[src/rtl/spi_flash_master.sv]
// SPI mode-0 master for the configuration flash: byte shift engine, software chip select, status flags.
// Sits on the registered I/O bus; rd is combinational and zero when no select is active.
//
// state | meaning
// IDLE  | no byte in flight, sck low, CS changes apply immediately
// SHIFT | byte in flight, sck toggles every DIV clk, CS changes held pending
module spi_flash_master #(
  parameter int DIV = 2
) (
  input  logic        clk,
  input  logic        resetq,
  input  logic        io_wr,
  input  logic        io_rd,
  input  logic        sel_data,
  input  logic        sel_ctrl,
  input  logic [15:0] wd,
  output logic [15:0] rd,
  output logic        sck,
  output logic        mosi,
  input  logic        miso,
  output logic        cs_n,
  output logic        busy
);

  localparam int DW = (DIV > 1) ? $clog2(DIV) : 1;

  typedef enum logic {IDLE, SHIFT} state_t;

  state_t        state, state_nxt;
  logic [DW-1:0] divcnt;
  logic [2:0]    bitcnt;
  logic [7:0]    tx_sr, rx_sr, rx_data;
  logic          rx_valid, overrun, cs_pend, cs_pend_vld;
  logic          data_wr, ctrl_wr, data_rd, start, tick, done, cs_defer;
  logic          unused_wd;

  assign data_wr   = io_wr & sel_data;
  assign ctrl_wr   = io_wr & sel_ctrl;
  assign data_rd   = io_rd & sel_data;
  assign start     = data_wr & (state == IDLE);
  assign tick      = (divcnt == DW'(DIV - 1));
  assign done      = (state == SHIFT) & tick & sck & (bitcnt == 3'd7);
  assign cs_defer  = ((state == SHIFT) & ~done) | start;
  assign mosi      = tx_sr[7];
  assign unused_wd = ^wd[15:8];

  always_ff @(posedge clk or negedge resetq) begin
    if (!resetq) state <= IDLE;
    else         state <= state_nxt;
  end

  always_comb begin
    state_nxt = state;
    case (state)
      IDLE:    if (start) state_nxt = SHIFT;
      SHIFT:   if (done)  state_nxt = IDLE;
      default: state_nxt = IDLE;
    endcase
  end

  always_comb begin
    busy = (state == SHIFT);
    rd   = 16'd0;
    if (sel_data) rd = rd | {8'd0, rx_data};
    if (sel_ctrl) rd = rd | {12'd0, ~cs_n, overrun, rx_valid, (state == SHIFT)};
  end

  always_ff @(posedge clk or negedge resetq) begin
    if (!resetq) begin
      sck         <= 1'b0;
      divcnt      <= '0;
      bitcnt      <= 3'd0;
      tx_sr       <= 8'd0;
      rx_sr       <= 8'd0;
      rx_data     <= 8'd0;
      rx_valid    <= 1'b0;
      overrun     <= 1'b0;
      cs_n        <= 1'b1;
      cs_pend     <= 1'b1;
      cs_pend_vld <= 1'b0;
    end else begin
      if (start) begin
        tx_sr  <= wd[7:0];
        bitcnt <= 3'd0;
        divcnt <= '0;
        sck    <= 1'b0;
      end else if (state == SHIFT) begin
        if (tick) begin
          divcnt <= '0;
          sck    <= ~sck;
          if (!sck) begin
            rx_sr <= {rx_sr[6:0], miso};
          end else if (bitcnt != 3'd7) begin
            tx_sr  <= tx_sr << 1;
            bitcnt <= bitcnt + 3'd1;
          end else begin
            rx_data <= rx_sr;
            bitcnt  <= 3'd0;
          end
        end else begin
          divcnt <= divcnt + 1'b1;
        end
      end

      // completion beats a coincident read clear
      if (done)         rx_valid <= 1'b1;
      else if (data_rd) rx_valid <= 1'b0;

      if (data_wr & (state == SHIFT)) overrun <= 1'b1;
      else if (ctrl_wr & wd[1])       overrun <= 1'b0;

      // CS requests made while a byte is in flight land on its completion edge
      if (ctrl_wr & cs_defer) begin
        cs_pend     <= ~wd[0];
        cs_pend_vld <= 1'b1;
      end else if (ctrl_wr) begin
        cs_n        <= ~wd[0];
        cs_pend_vld <= 1'b0;
      end else if (done & cs_pend_vld) begin
        cs_n        <= cs_pend;
        cs_pend_vld <= 1'b0;
      end
    end
  end

endmodule

[config.mk]
export PLATFORM = sky130hd
export DESIGN_NAME = spi_flash_master
export DESIGN_NICKNAME = d
export VERILOG_FILES = /design/src/rtl/spi_flash_master.sv
export SDC_FILE = /design/constraint.sdc
export NUM_CORES = 1
export LEC_CHECK = 0
export CAP_MARGIN = 20
export CORE_AREA = 2 2 56 72
export CTS_CLUSTER_DIAMETER = 150
export CTS_CLUSTER_SIZE = 25
export DETAILED_ROUTE_END_ITERATION = 8
export DIE_AREA = 0 0 58 74
export MAX_ROUTING_LAYER = met4
export PLACE_DENSITY = 0.79
export SLEW_MARGIN = 40
export SYNTH_ARGS = -nofsm -noshare
export SYNTH_HDL_FRONTEND = slang
export SYNTH_SLANG_ARGS = --single-unit
[constraint.sdc]
create_clock -name clk -period 2.09 [get_ports clk]
set_clock_uncertainty 0.2 [all_clocks]
set_input_delay 0.3135 -clock clk [delete_from_list [all_inputs] [get_ports clk]]
set_output_delay 0.3135 -clock clk [all_outputs]
set_load 0.02 [all_outputs]
# Word-level counts from Yosys, hierarchy flattened

Index checks and enable logic that the tools add are counted.
Widths: inputs -> output; s select.

Add/sub/neg operators: 2
Eq/ne operators: 2
Muxes and demuxes: 30
Bitwise gates (word level): 22
Reductions and logical operators: 14

Operators with widths:

| kind                | count |
|---|---|
| $mux 8              | 6 |
| $mux 1              | 17 |
| $mux 16             | 1 |
| $or 16x4->16        | 1 |
| $mux 3              | 5 |
| $reduce_bool 2->1   | 7 |
| $and 1x1->1         | 12 |
| $not 1->1           | 8 |
| $reduce_and 4->1    | 2 |
| $reduce_and 5->1    | 1 |
| $reduce_and 2->1    | 2 |
| $add 3x1->3 const B | 1 |
| $eq 3x3->1 const B  | 1 |
| $ne 3x3->1 const B  | 1 |
| $reduce_and 3->1    | 1 |
| $reduce_bool 3->1   | 1 |
| $pmux 1 s2          | 1 |
| $add 1x1->1 const B | 1 |
| $or 1x1->1          | 1 |

Register bits: 35
Output and inout port bits: 20
Logic and storage cells: 82

# Depth between registers and ports, before layout

Gate-level depths: netlist of run 1.

Word-level depth: 9
Depth in mapped cells: 7
Mapped depth without buffers: 6

# Worst setup path after synthesis of run 1

Ideal clock, no wire load.

Path kind: register to register
Start: register bitcnt[0]
End: register tx_sr[5]
Arrival time: 1.446 ns
Data required time: 1.808 ns
Path slack: 0.362 ns
Stages on the path, launching flop included: 8
Cells stage by stage: dfrtp_1 ha_1 ha_1 nand4b_1 nand2_2 buf_4 nor2_1 a31oi_1

Longest elaborated chain between the ends: 3

RTL lines:

| item                               | line | RTL |
|---|---|---|
| from (decl)                        | 31   | `logic [2:0] bitcnt;` |
| from (signal assigned)             | 95   | `bitcnt <= bitcnt + 3'd1;` |
| $ne 3x3->1                         | 93   | `end else if (bitcnt != 3'd7) begin` |
| $reduce_bool 2->1 (no source line) | -    |  |
| $reduce_and 4->1 (no source line)  | -    |  |
| to (signal assigned)               | 83   | `tx_sr <= wd[7:0];` |
| to (signal assigned)               | 94   | `tx_sr <= tx_sr << 1;` |
| to (decl)                          | 32   | `logic [7:0] tx_sr, rx_sr, rx_data;` |

No other way between the ends.
A chain may end at the register's enable or synchronous reset.

# Final worst setup path of run 1

Start: input port sel_data
End: output port rd[2]

Longest elaborated chain between the ends: 3

RTL lines:

| item         | line | RTL |
|---|---|---|
| from (decl)  | 14   | `input logic sel_data,` |
| $mux 8 *     | 64   | `if (sel_data) rd = rd \| {8'd0, rx_data};` |
| $or 16x4->16 | 65   | `if (sel_ctrl) rd = rd \| {12'd0, ~cs_n, overrun, rx_valid, (state == SHIFT)};` |
| $mux 16 *    | 65   |  |
| to (decl)    | 17   | `output logic [15:0] rd,` |

Mark *: on every way between the ends. The rest lies on a longest branch, timed or not.

==> flow_metrics.py, run 1 <==
metrics = {
    "status": {
        "outcome": "finished clean",
    },
    "placement": {
        "portBuffers": 26,
        "place_congestion": 0.788,
        "place_hpwl_um": 2580,
    },
    "die": {
        "initial_core_util_pct": 46.2,
        "die_area_sq_um": 4290,
        "core-area_sq_um": 3630,
        "die_x_um": 58,
        "row_count": 25,
        "ios": 43,
        "die_h_um": 74,
    },
    "sta": {
        "rsz0062_at_grt": "false",
        "hold_viol_final": 0,
        "timing.setup.tns_ps": 0,
        "setup_viol": 0,
        "timing.final.crit_share_pct": 94.3,
        "fmax_ghz": 0.507,
        "min_period_ps": 1970,
        "slew_viol_final": 0,
    },
    "clock_network": {
        "htreeDepth": 2,
        "clock_latency_ps": 290,
        "cts_tree": "built",
        "clock-root-buffer": "clkbuf_8",
        "clk_pin_slew_ps": 70,
        "cts.sink_count": 35,
        "cts_buffer_depth": 2,
        "cts_buffers": 5,
    },
    "grt": {
        "grt_pass1_wl_um": 5780,
        "grt_pass1_vias": 1265,
        "grt_max_degree": 36,
        "antenna_found_initial": 0,
        "grtUsageTotal_pct": 18.8,
        "grt_overflow": 0,
    },
    "yosys": {
        "ys_seq_area_share_pct": 52.4,
        "syn_inst": 145,
        "ys_warn_count": 0,
        "syn_area_per_cell_sq_um": 11.6,
        "ys_types": 34,
        "ys_ff_latch": 35,
        "syn_area_sq_um": 1680,
    },
    "finish": {
        "final_nets": 208,
        "diodes": 0,
        "syn_to_final_growth_pct": 24.5,
        "drive_gt1_share_pct": 20.2,
        "n_fill_cell": 332,
    },
    "route": {
        "post_drt_wl_per_cell_um": 15.8,
        "totalWireLength_um": 3530,
        "vias_per_cell": 5.30,
        "first_pass_iters": 4,
        "num_vias": 1181,
        "drtIter0Drc": 49,
        "drc": 0,
        "final_antenna_net_count": 0,
    },
    "critical_path": {
        "crit_type": "in -> out",
        "cp-start-kind": "primary input",
        "crit_arrival_ps": 1460,
        "cp.required_ps": 1580,
        "endpoint_kind": "output pin",
        "critPathMaxFanout": 11,
    },
    "power_and_ir_drop": {
        "p_leak_nw": 1.01,
        "powerDensity_nw_per_um2": 1240,
        "irDropWorstVdd_mv": 0.769,
        "power.total_mw": 2.60,
    },
    "worst_hold_path": {
        "hold_path_class": "in -> async",
    },
    "job": {
        "max-cap-violations": 0,
    },
}
## synthesized netlist by cell type, drive strengths merged
cell    instances  area share [%]
a31oi           7             2.6
a22o            6             3.1
nand3b          2             1.6
mux2           18              12
and3            1            0.37
a32o            2             1.2
nand4b          1            0.52
a21oi           3             1.1
conb            1            0.22
nand3           2            0.60
and2            4             1.5
nor3b           1             1.1
xor2            1            0.52
inv             4            0.90
clkbuf          1            0.22
dfrtp          33              49
a31o            1            0.52
nand4           1            0.37
ha              3             2.2
nor2           11             3.4
nand2          24             6.4
buf            12             5.2
mux2i           1            0.60
o21ai           3            0.90
dfstp           2             3.1
## layer usage
layer / global-route usage (%) / up-vias / wire (um)
met4: 9.04 / 0 / 61
met5: - / - / 0
met3: 5.74 / 6 / 155
met2: 31.3 / 34 / 1900
li1: - / 565 / -
met1: 20.4 / 576 / 1410
## cell families (layout without fill, tap and decap cells)
group / after synthesis / after routing / synth area share [%]
compound gates: 22 / 22 / 9.48
xor+xnor: 1 / 1 / 0.522
fa+ha+maj: 3 / 3 / 2.24
buf+inv: 17 / 48 / 6.34
flops: 35 / 35 / 52.4
mux: 19 / 19 / 12.9
other cells: 1 / 8 / 0.224
simple gates: 47 / 47 / 15.9
## metrics by stage
| step | instance area (sq um) | util (%) | instances | setup slack (ps) | hold WS, ps |
|---|---|---|---|---|---|
| final | 2090 | 57.5 | 223 | 118 | 236 |
| after global routing | 2090 | 57.5 | 223 | 46.7 | 277 |
| after CTS | 2090 | 57.5 | 223 | 107 | 254 |
| after detailed placement | 2000 | 55.0 | 215 | -143 | 278 |
| after global placement | 2000 | 55.0 | 215 | -136 | 255 |
| after floorplan | 1700 | - | 152 | 362 | -182 |
## state kept, by name, summed over array words and instances (netlist names)
name / count
sck: 1
tx_sr: 8
rx_data: 8
rx_valid: 1
cs_pend_vld: 1
cs_n: 1
bitcnt: 3
divcnt: 1
cs_pend: 1
busy: 1
overrun: 1
rx_sr: 8
## final cells by class
| type | count | area [sq um] | share of cell area [%] |
|---|---|---|---|
| Inverter | 4 | 15.0 | 0.719 |
| Tap cell | 40 | 50.0 | 2.40 |
| Timing Repair Buffer | 36 | 325 | 15.6 |
| Clock buffer | 8 | 100 | 4.80 |
| Sequential cell | 35 | 878 | 42.1 |
| Multi-Input combinational cell | 100 | 718 | 34.4 |
## placed cells by master (no fill, tap or decap), types with 3 or more instances in the layout
cell | synthesis | layout
nand2_1 | 21 | 21
and2_1 | 4 | 4
conb_1 | 1 | 8
ha_1 | 3 | 3
buf_4 | 11 | 10
clkdlybuf4s50_1 | 0 | 18
clkbuf_8 | 0 | 7
nor2_1 | 9 | 9
mux2_1 | 8 | 8
a22o_1 | 6 | 6
a31oi_1 | 7 | 7
dlygate4sd2_1 | 0 | 8
mux2_2 | 9 | 9
inv_1 | 4 | 4
dfrtp_1 | 33 | 33
## timing repair
action,CTS,global route
hold buffers,0,0
resized for setup,8,0
buffers inserted,0,0
setup endpoints to repair,8,0
## path summary, 6_finish.rpt
path	startpoint	endpoint	slack (ps)	cells past startpoint
worst min register to register	rx_data[7]	rx_data[7]	290	1
min in group clk	rx_data[7]	rx_data[7]	290	1
worst min-delay path	resetq	tx_sr[6]	240	2
worst max-delay path	sel_data	rd[2]	120	4
worst max register to register	bitcnt[0]	tx_sr[3]	200	6
max in group asynchronous	resetq	cs_n	1110	2
## power breakdown
group / internal, mW / leakage (nW) / switching [mW]
sequential: 0.955 / 0.419 / 0.192
clock: 0.300 / 0.0515 / 0.230
combinational: 0.464 / 0.539 / 0.456
## worst max-delay path, stage by stage
cell	delay, ps
clkdlybuf4s50_1	460
buf_4	170
a22o_1	160
dlygate4sd2_1	350
No activity file was read; power rests on OpenSTA's default activity.
==> run 2, diff against run 1 <==
--- a/constraint.sdc
+++ b/constraint.sdc
@@ -3,3 +3,3 @@
 set_input_delay 0.3135 -clock clk [delete_from_list [all_inputs] [get_ports clk]]
 set_output_delay 0.3135 -clock clk [all_outputs]
-set_load 0.02 [all_outputs]
+set_load 0.01 [all_outputs]
==> flow_metrics.py, run 2 (same netlist as run 1, synthesis figures left out) <==
metrics = {
    "power_and_ir_drop": {
        "clockPowerShare_pct": 21.2,
        "p_leak_nw": 1.01,
        "combPwrFrac_pct": 33.7,
        "irDropWorstVdd_mv": 0.795,
        "p_seq_share_pct": 45.2,
        "powerDensity_nw_per_um2": 1210,
        "swShare_pct": 32.1,
        "p_int_mw": 1.72,
        "power.total_mw": 2.53,
        "switchingPower_uw": 814,
    },
    "route": {
        "drc": 0,
        "first_pass_iters": 4,
        "vias_per_cell": 5.32,
        "final_antenna_net_count": 0,
        "drtIter0Drc": 42,
        "totalWireLength_um": 3370,
        "post_drt_wl_per_cell_um": 15.1,
        "num_vias": 1186,
    },
    "die": {
        "ios": 43,
        "die_x_um": 58,
        "row_count": 25,
        "initial_core_util_pct": 46.2,
        "die_area_sq_um": 4290,
        "die_h_um": 74,
        "core-area_sq_um": 3630,
    },
    "sta": {
        "setup_slack_ps": 190,
        "hold_viol_final": 0,
        "slew_viol_final": 0,
        "setup_viol": 0,
        "timing.final.crit_share_pct": 90.9,
        "min_period_ps": 1900,
        "hold_ws_ps": 241,
        "timing.setup.tns_ps": 0,
        "rsz0062_at_grt": "false",
        "fmax_ghz": 0.526,
    },
    "grt": {
        "antenna_found_initial": 0,
        "grt_overflow": 0,
        "grt_pass1_wl_um": 5650,
        "grt_max_degree": 36,
        "grt_pass1_vias": 1226,
        "grtUsageTotal_pct": 18.2,
    },
    "finish": {
        "fin_cells": 223,
        "fin_util_pct": 57.6,
        "diodes": 0,
        "multiInputGateArea_sq_um": 718,
        "final_nets": 208,
        "layout_common_cells": "33 x dfrtp_1, 21 x nand2_1, 18 x clkdlybuf4s50_1",
        "reg.largest.list": "rx_data: 8 flops, rx_sr: 8 flops, tx_sr: 8 flops",
        "syn_to_final_growth_pct": 24.7,
        "seq_area_sq_um": 878,
        "final_common_cell": "dfrtp_1",
        "final_area_sq_um": 2090,
        "n_fill_cell": 333,
        "drive_gt1_share_pct": 20.2,
    },
    "critical_path": {
        "cpPeakStageDelay_ps": 600,
        "cp_cell_sequence": "clkdlybuf4s50_1",
        "endpoint_kind": "output pin",
        "cp.depth": 1,
        "ff2ff_path_depth": 6,
        "crit_family": "buffers and inverters",
        "cp-start-kind": "flop",
        "crit_type": "reg -> out",
        "critPathMaxFanout": 8,
        "cpMaxStageDelayCell": "clkdlybuf4s50_1",
        "path_buf_inv": 1,
        "crit_arrival_ps": 1390,
        "cp.required_ps": 1580,
    },
    "clock_network": {
        "htreeDepth": 2,
        "clock_latency_ps": 290,
        "cts_tree": "built",
        "cts.sink_count": 35,
        "clk_pin_slew_ps": 70,
        "cts_buffers": 5,
        "clock-root-buffer": "clkbuf_8",
        "post_cts.repair.setup_buffers": 0,
        "cts_buffer_depth": 2,
    },
    "placement": {
        "place_hpwl_um": 2430,
        "placed_cell_area_sq_um": 2000,
        "portBuffers": 26,
        "place_congestion": 0.796,
        "place_inst": 215,
        "dp_worst_setup_slack_ps": -80.2,
    },
    "job": {
        "max-cap-violations": 0,
    },
    "worst_hold_path": {
        "hold_path_class": "in -> async",
    },
    "status": {
        "outcome": "finished clean",
    },
}
==> run 2: cell types whose count changed in the layout (fill, tap and decap cells not counted) <==
cell | before | now
buf_4 | 10 | 9
buf_6 | 0 | 1
==> run 2: power groups by stage <==
stage	clock (mW)	sequential, mW	combinational, mW
final	0.536	1.14	0.852
after global routing	0.582	1.18	0.947
after CTS	0.552	1.14	0.869
after detailed placement	0	1.15	0.885
after global placement	0	1.13	0.834
after floorplan	0	1.09	0.652
==> run 2: final timing paths <==
check | start | to | slack (ps)
max in group asynchronous | resetq | cs_pend | 1110
worst min register to register | cs_pend | cs_pend | 280
min in group clk | cs_pend | cs_pend | 280
worst min-delay path | resetq | tx_sr[6] | 240
worst max-delay path | busy | busy | 190
worst max register to register | bitcnt[0] | tx_sr[6] | 200
==> run 2: cell type report <==
class / count / share of cell area, %
Clock buffer: 8 / 4.79
Inverter: 4 / 0.718
Multi-Input combinational cell: 100 / 34.4
Sequential cell: 35 / 42.0
Tap cell: 40 / 2.39
Timing Repair Buffer: 36 / 15.7
==> run 2: repair_timing <==
item / CTS / global route
hold buffers: 0 / 0
setup endpoints to repair: 8 / 0
gates resized for setup: 9 / 0
==> run 2: layer usage <==
| layer | wire length (um) | vias up | global-route usage, % |
|---|---|---|---|
| li1 | - | 557 | - |
| met5 | 0 | - | - |
| met3 | 160 | 6 | 5.74 |
| met1 | 1400 | 590 | 20.6 |
| met4 | 62 | 0 | 7.75 |
| met2 | 1750 | 33 | 29.7 |
==> run 3, diff against run 2 <==
Settings changed: CORE_AREA 2 2 56 72 to 2 2 55 70, CTS_CLUSTER_DIAMETER 150 to 80, DIE_AREA 0 0 58 74 to 0 0 57 72, PLACE_DENSITY 0.79 to 0.83.
Clock period 2.09 ns to 2.2 ns, I/O delays scaled along.
==> flow_metrics.py, run 3 (same netlist as run 1, synthesis figures left out) <==
metrics = {
    "die": {
        "ios": 43,
        "die_area_sq_um": 4100,
        "initial_core_util_pct": 49.0,
        "core-area_sq_um": 3420,
        "row_count": 24,
        "die_h_um": 72,
        "die_x_um": 57,
    },
    "grt": {
        "grt_pass1_wl_um": 5540,
        "antenna_found_initial": 0,
        "grt_overflow": 0,
        "grt_pass1_vias": 1255,
        "grtUsageTotal_pct": 18.1,
        "grt_max_degree": 36,
    },
    "sta": {
        "timing.final.crit_share_pct": 91.4,
        "hold_ws_ps": 253,
        "rsz0062_at_grt": "false",
        "slew_viol_final": 0,
        "fmax_ghz": 0.497,
        "setup_slack_ps": 189,
        "setup_viol": 0,
        "timing.setup.tns_ps": 0,
        "hold_viol_final": 0,
        "min_period_ps": 2010,
    },
    "critical_path": {
        "path_buf_inv": 4,
        "crit_family": "buffers and inverters",
        "cp-start-kind": "primary input",
        "cp.required_ps": 1670,
        "crit_arrival_ps": 1480,
        "cpMaxStageDelayCell": "clkdlybuf4s50_1",
        "cpPeakStageDelay_ps": 490,
        "cp_cell_sequence": "clkdlybuf4s50_1 -> buf_6 -> buf_4 -> nand2_1 -> o21ai_0 -> dlygate4sd2_1",
        "crit_type": "in -> out",
        "critPathMaxFanout": 10,
        "endpoint_kind": "output pin",
    },
    "clock_network": {
        "clock_latency_ps": 290,
        "cts_tree": "built",
        "cts_buffer_depth": 2,
        "clock-root-buffer": "clkbuf_8",
        "clk_pin_slew_ps": 70,
        "cts_buffers": 5,
        "cts.sink_count": 35,
        "cts-hold-fix-buffers": 0,
        "htreeDepth": 2,
    },
    "worst_hold_path": {
        "hold_path_class": "in -> async",
    },
    "placement": {
        "dp_worst_setup_slack_ps": -16.8,
        "portBuffers": 26,
        "place_congestion": 0.808,
        "place_hpwl_um": 2440,
        "place_inst": 213,
    },
    "finish": {
        "n_fill_cell": 282,
        "final_nets": 208,
        "diodes": 0,
        "fin_cells": 222,
        "syn_to_final_growth_pct": 25.2,
        "reg.largest.list": "rx_data: 8 flops, rx_sr: 8 flops, tx_sr: 8 flops",
        "layout_common_cells": "33 x dfrtp_1, 21 x nand2_1, 18 x clkdlybuf4s50_1",
        "final_common_cell": "dfrtp_1",
        "drive_gt1_share_pct": 20.8,
    },
    "power_and_ir_drop": {
        "irDropWorstVdd_mv": 0.767,
        "p_leak_nw": 1.09,
        "powerDensity_nw_per_um2": 1120,
    },
    "route": {
        "totalWireLength_um": 3340,
        "drtIter0Drc": 45,
        "post_drt_wl_per_cell_um": 15.0,
        "first_pass_iters": 4,
        "final_antenna_net_count": 0,
        "vias_per_cell": 5.28,
        "drc": 0,
        "num_vias": 1173,
    },
    "job": {
        "max-cap-violations": 0,
    },
    "status": {
        "outcome": "finished clean",
    },
}
[run 3: cell count changes in the layout (fill, tap and decap cells not counted), sizes merged]
cell          before  now
dlymetal6s2s       0    7
clkbuf             8    5
dlygate4sd2        8    1
clkinv             0    3
[run 3: per-stage QoR]
stage / utilization, % / power [mW] / area (sq um)
final: 61.3 / 2.35 / 2100
after global routing: 61.3 / 2.50 / 2100
after CTS: 60.6 / 2.38 / 2070
after detailed placement: 58.1 / 1.94 / 1990
after global placement: 58.1 / 1.86 / 1990
after floorplan: - / 1.66 / 1700
[run 3: what timing repair did]
action | 4_1_cts | 5_1_grt
gates resized for setup | 2 | 7
setup buffers | 0 | 1
endpoints found under the setup margin | 2 | 7
gates cloned | 0 | 0
[run 3: layer usage]
layer	wire length, um	GRT usage, %	vias up
met3	172	6.24	3
li1	-	-	555
met4	37	6.98	0
met5	0	-	-
met2	1790	30.5	29
met1	1340	19.7	586
[run 3: worst paths after layout]
path	from	to	slack (ps)	cells past startpoint
max	sel_data	rd[3]	190	6
min	resetq	bitcnt[0]	250	2
max reg2reg	bitcnt[0]	tx_sr[6]	320	6
min reg2reg	cs_pend	cs_pend	270	2
max in group asynchronous	resetq	cs_n	1210	2
min in group clk	cs_pend	cs_pend	270	2
[run 3: where the power goes]
part / switching (mW) / leakage, nW / internal, mW / total (mW)
sequential: 0.176 / 0.419 / 0.907 / 1.08
combinational: 0.373 / 0.623 / 0.448 / 0.821
clock: 0.229 / 0.0477 / 0.216 / 0.446
[run 3: final cells by class]
class                      instances  area, sq um  area share, %
multi-input combinational        100          718           34.2
clock inverter                     3         15.0          0.715
inverter                           4         15.0          0.715
sequential                        35          878           41.8
clock buffer                       5         68.8           3.28
timing repair buffer              36          355           16.9
tap                               39         48.8           2.32
